===== src/rtl/ascii_encoder.sv =====
// ascii_encoder: streams a snapshot of the watch time as "HH:MM:SS:CC" (+CR LF) to uart_tx.
// Latency: first tx_start one cycle after send_req; each next byte one cycle after tx_done.
// Backpressure: holds in SEND while tx_busy is high; send_req is ignored while busy.
// Optional CR LF trailer enabled by defining ASCII_ENC_CRLF_EN.
module ascii_encoder #(
  parameter int MSG_LEN_BASE = 11
) (
  input  logic       clk,
  input  logic       rst,
  input  logic       send_req,
  input  logic [4:0] hour,
  input  logic [5:0] min,
  input  logic [5:0] sec,
  input  logic [6:0] msec,
  input  logic       tx_busy,
  input  logic       tx_done,
  output logic [7:0] tx_data,
  output logic       tx_start,
  output logic       busy,
  output logic       done
);

  typedef enum logic [1:0] {IDLE, SEND, WAIT} state_t;

`ifdef ASCII_ENC_CRLF_EN
  localparam int MSG_LEN = MSG_LEN_BASE + 2;
`else
  localparam int MSG_LEN = MSG_LEN_BASE;
`endif
  localparam logic [3:0] LAST_IDX = 4'(MSG_LEN - 1);

  state_t      state_q, state_d;
  logic [3:0]  idx_q, idx_d;
  logic [4:0]  hour_q, hour_d;
  logic [5:0]  min_q, min_d;
  logic [5:0]  sec_q, sec_d;
  logic [6:0]  msec_q, msec_d;
  logic        done_q, done_d;

  logic [15:0] hour_asc, min_asc, sec_asc, msec_asc;
  logic [7:0]  char_sel;

  // Two ASCII digits {tens, ones} of a value, saturated at 99.
  function automatic logic [15:0] to_ascii(input logic [6:0] v);
    logic [6:0] sat;
    logic [3:0] tens;
    logic [6:0] ones;
    sat  = (v > 7'd99) ? 7'd99 : v;
    tens = 4'd0;
    for (int t = 1; t < 10; t++) begin
      if (sat >= 7'(t * 10)) tens = 4'(t);
    end
    ones = sat - 7'({3'b000, tens} * 7'd10);
    return {8'h30 + {4'h0, tens}, 8'h30 + {4'h0, ones[3:0]}};
  endfunction

  // Digit conversion works only on the captured snapshot.
  always_comb begin
    hour_asc = to_ascii({2'b00, hour_q});
    min_asc  = to_ascii({1'b0, min_q});
    sec_asc  = to_ascii({1'b0, sec_q});
    msec_asc = to_ascii(msec_q);
  end

  // Character mux by byte index; indices past the line end read as zero.
  always_comb begin
    char_sel = 8'h00;
    case (idx_q)
      4'd0:  char_sel = hour_asc[15:8];
      4'd1:  char_sel = hour_asc[7:0];
      4'd2:  char_sel = 8'h3A;
      4'd3:  char_sel = min_asc[15:8];
      4'd4:  char_sel = min_asc[7:0];
      4'd5:  char_sel = 8'h3A;
      4'd6:  char_sel = sec_asc[15:8];
      4'd7:  char_sel = sec_asc[7:0];
      4'd8:  char_sel = 8'h3A;
      4'd9:  char_sel = msec_asc[15:8];
      4'd10: char_sel = msec_asc[7:0];
`ifdef ASCII_ENC_CRLF_EN
      4'd11: char_sel = 8'h0D;
      4'd12: char_sel = 8'h0A;
`endif
      default: char_sel = 8'h00;
    endcase
  end

  // Next-state, snapshot capture and strobe generation.
  always_comb begin
    state_d  = state_q;
    idx_d    = idx_q;
    hour_d   = hour_q;
    min_d    = min_q;
    sec_d    = sec_q;
    msec_d   = msec_q;
    done_d   = 1'b0;
    tx_start = 1'b0;
    busy     = (state_q != IDLE);
    tx_data  = (state_q == IDLE) ? 8'h00 : char_sel;
    case (state_q)
      IDLE: begin
        if (send_req) begin
          hour_d  = hour;
          min_d   = min;
          sec_d   = sec;
          msec_d  = msec;
          idx_d   = 4'd0;
          state_d = SEND;
        end
      end
      SEND: begin
        // A reset in this cycle aborts the line, so no strobe escapes.
        if (!tx_busy) begin
          tx_start = !rst;
          state_d  = WAIT;
        end
      end
      WAIT: begin
        if (tx_done) begin
          if (idx_q == LAST_IDX) begin
            done_d  = 1'b1;
            state_d = IDLE;
          end else begin
            idx_d   = idx_q + 4'd1;
            state_d = SEND;
          end
        end
      end
      default: state_d = IDLE;
    endcase
  end

  // State, index and snapshot registers with synchronous reset.
  always_ff @(posedge clk) begin
    if (rst) begin
      state_q <= IDLE;
      idx_q   <= 4'd0;
      hour_q  <= 5'd0;
      min_q   <= 6'd0;
      sec_q   <= 6'd0;
      msec_q  <= 7'd0;
      done_q  <= 1'b0;
    end else begin
      state_q <= state_d;
      idx_q   <= idx_d;
      hour_q  <= hour_d;
      min_q   <= min_d;
      sec_q   <= sec_d;
      msec_q  <= msec_d;
      done_q  <= done_d;
    end
  end

  assign done = done_q;

endmodule

===== config.mk =====
export PLATFORM = sky130hd
export DESIGN_NAME = ascii_encoder
export DESIGN_NICKNAME = d
export VERILOG_FILES = /design/src/rtl/ascii_encoder.sv
export SDC_FILE = /design/constraint.sdc
export NUM_CORES = 1
export LEC_CHECK = 0
export ABC_AREA = 1
export BUFFER_PORTS_ARGS = -buffer_cell sky130_fd_sc_hd__buf_2
export CAP_MARGIN = 20
export CORE_MARGIN = 1
export CORE_UTILIZATION = 62
export CTS_BUF_LIST = sky130_fd_sc_hd__clkbuf_4
export DETAILED_ROUTE_END_ITERATION = 12
export GPL_ROUTABILITY_DRIVEN = 0
export GPL_TIMING_DRIVEN = 0
export PLACE_DENSITY = 0.88
export SKIP_CTS_REPAIR_TIMING = 1
export SYNTH_ARGS = -nofsm -noshare
export SYNTH_HDL_FRONTEND = slang
export SYNTH_SLANG_ARGS = --single-unit

===== constraint.sdc =====
create_clock -name clk -period 6.8 [get_ports clk]
set_input_delay 0.34 -clock clk [delete_from_list [all_inputs] [get_ports clk]]
set_output_delay 0.34 -clock clk [all_outputs]
set_load 0.01 [all_outputs]

==> results.cfg <==
[run_status]
run_status = finished, final reports clean

[sta]
fin_skew_ns = 0.0106
hold_viol_final = 0
final.setup.tns_ns = 0
period_share = 0.490
worst_slack_ns = 3.47
fmax_ghz = 0.300
hold_ws_ns = 0.222
rsz0062_at_grt = no
slew_viol_final = 0
fin_crit_ns = 3.33
setup_violations = 0

[logic_synthesis]
synth_top_area_frac = 0.290
syn_inst = 324
synth.distinct_cells = 34
yosys-top-cells-area = dfxtp_1 29%, o21ai_0 9.4%, inv_1 8.8%, a21oi_1 7.5%, nand2_1 7.4%
synth_area_leader_cell = dfxtp_1
postSynthAreaPerCell_um2 = 6.60
yosysSeqAreaShare = 0.290
synth_ff_type = dfxtp_1
synthArstFlopShare = 0
synthTopCellsByCount = 50 x inv_1, 42 x nand2_1, 42 x nor2_1
synth_edf_count = 0
synth_most_common_cell = inv_1
netlist_area_um2 = 2140
yosysWarnings = 0
synth-seq-cells = 31

[floorplanning]
start_util = 0.678
num_rows = 20
die_area_um2 = 3690
io_pins = 40
core_area_um2 = 3150
die_w_um = 60.7
die_h_um = 60.7

[critical_path]
r2r_start = idx_q[0]
crit_top_cell = nand2_1
crit_end = tx_data[3]
worstPathArrival_ns = 2.99
crit_cells = 21
cpMaxStageDelayCell = fa_1
cp-start-kind = register
critPathBufInv = 3
cpPeakStageDelay_ns = 0.38
worstPathMaxFanout = 5
critPathRequiredTime_ns = 6.46
rr_endpoint = idx_q[3]
crit_type = reg -> out
r2r_cells = 9
cp_top_family = simple AND/OR/NAND/NOR gates
r2r_slack_ns = 4.95
startpoint = msec_q[6]
path_cells = nor2_1 -> inv_2 -> nor2_1 -> nand2_1 -> nand2_1 -> nand2_1 -> nand2_1 -> nand2_1 -> nand2_1 -> nand2_1 -> nand2_2 -> nand2_2 -> ha_1 -> fa_1 -> xnor2_1 -> xor2_1 -> inv_1 -> nand2_1 -> nand3_1 -> a21oi_2 -> buf_2
end_kind = output pin

[route]
drtIter0Drc = 176
firstDrtPassIters = 5
vias = 2306
wirelength_mm = 5.11
ant_nets = 0
drc_errors = 0
vias_per_cell = 5.60
wl_per_cell_um = 12.4

[final_layout]
final_cells = 412
drive_gt1_frac = 0.166
multi_input_area_um2 = 1280
n_fill_cell = 266
register_area_um2 = 621
n_antenna_cell = 0
area_delta_synth_final_pct = 13.5
layout.nets = 410

[grt]
grt_pass1_wl_mm = 8.14
grt_antenna_before_repair = 0
gr-total-overflow = 0
grtUsageTotal = 0.300
grt_max_degree = 11
grt_pass1_vias = 1987

[pwr]
leakage_nw = 1.13
ir_drop_mv = 0.152
p_per_area_nw_per_um2 = 228

[clocking]
clock-sinks = 31
clk_pin_slew_ns = 0.09
numCtsBuffers = 5
cts_root_buf = clkbuf_4
cts_tree = yes
htree_levels = 2
cts.path.max_buffers = 2
clock_latency_ns = 0.34

[placement]
place_ws_ns = 3.86
io_buffers = 37
dp_hpwl_mm = 4.03
placed_cells = 406

[flow_run]
max_cap_violations = 0

[min_path]
worstHoldPathType = in -> reg
[layout make-up]
| class | instances | share of cell area |
|---|---|---|
| well taps | 44 | 0.0227 |
| clock buffers | 6 | 0.0186 |
| multi-input cells | 232 | 0.526 |
| plain buffers | 9 | 0.0186 |
| inverters | 53 | 0.0820 |
| flip-flops and latches | 31 | 0.256 |
| repair buffers | 37 | 0.0763 |
[cells by family after synthesis]
family	share of synthesized area
compound gates	0.245
xor+xnor	0.0246
fa+ha+maj	0.0843
buf+inv	0.114
flops	0.290
other cells	0.00175
simple gates	0.240
[layer usage]
metal  vias to the layer above  global-route usage  part of all wire
met1                      1038               0.363              0.45
li1                       1160                   -                 -
met5                         -                   0                 0
met4                         0               0.149             0.035
met2                        86               0.512              0.46
met3                        22              0.0533             0.062
[flip-flops by register name, summed over array words and instances (netlist names)]
register / cells
min_q: 6
msec_q: 7
sec_q: 6
idx_q: 4
done: 1
state_q: 2
hour_q: 5
[worst min-delay path by stage]
stage	startpoint	endpoint	cells past startpoint
finish	min[0]	min_q[0]	3
global route	min[0]	min_q[0]	3
CTS	sec[5]	sec_q[5]	3
detailed placement	hour_q[4]	hour_q[4]	2
global placement	hour_q[4]	hour_q[4]	2
floorplan	rst	state_q[0]	1
[layout by cell type, fill, tap and decap left out]
cell and count:
a211oi_1 1, a21oi_1 32, a21oi_2 3, a221oi_1 1
a31oi_1 2, a32o_1 1, and3_1 2, buf_2 37
buf_4 3, clkbuf_1 6, clkbuf_4 6, conb_1 2
dfxtp_1 31, fa_1 4, ha_1 8, inv_1 50
inv_2 3, nand2_1 42, nand2_2 6, nand3_1 18
nand3b_1 1, nand4_1 4, nor2_1 42, nor2_2 2
nor4_1 2, o2111ai_1 1, o211ai_1 1, o21ai_0 40
o21ai_2 1, o21bai_1 2, o221ai_1 1, o22ai_1 4
o2bb2ai_1 1, o31ai_1 2, xnor2_1 3, xor2_1 3
[worst register-to-register path, cell delays in order, from the launching register on]
cell	delay, ns
dfxtp_1	0.45
inv_1	0.11
ha_1	0.21
inv_1	0.10
nor2_1	0.08
o21ai_0	0.15
nand3_1	0.22
nor2_1	0.18
nand2_1	0.08
and3_1	0.17
[per-stage QoR]
stage,area (um2),total power [mW],utilization
after floorplan,2140,0.393,-
after global placement,2380,0.444,0.755
after detailed placement,2380,0.452,0.755
after CTS,2430,0.550,0.769
after global routing,2430,0.594,0.769
final,2430,0.553,0.769
[report_power, final]
part	internal, mW	switching, mW
Combinational	0.0890	0.141
Clock	0.0406	0.0591
Sequential	0.202	0.0212
No activity file was read; power rests on OpenSTA's default activity.
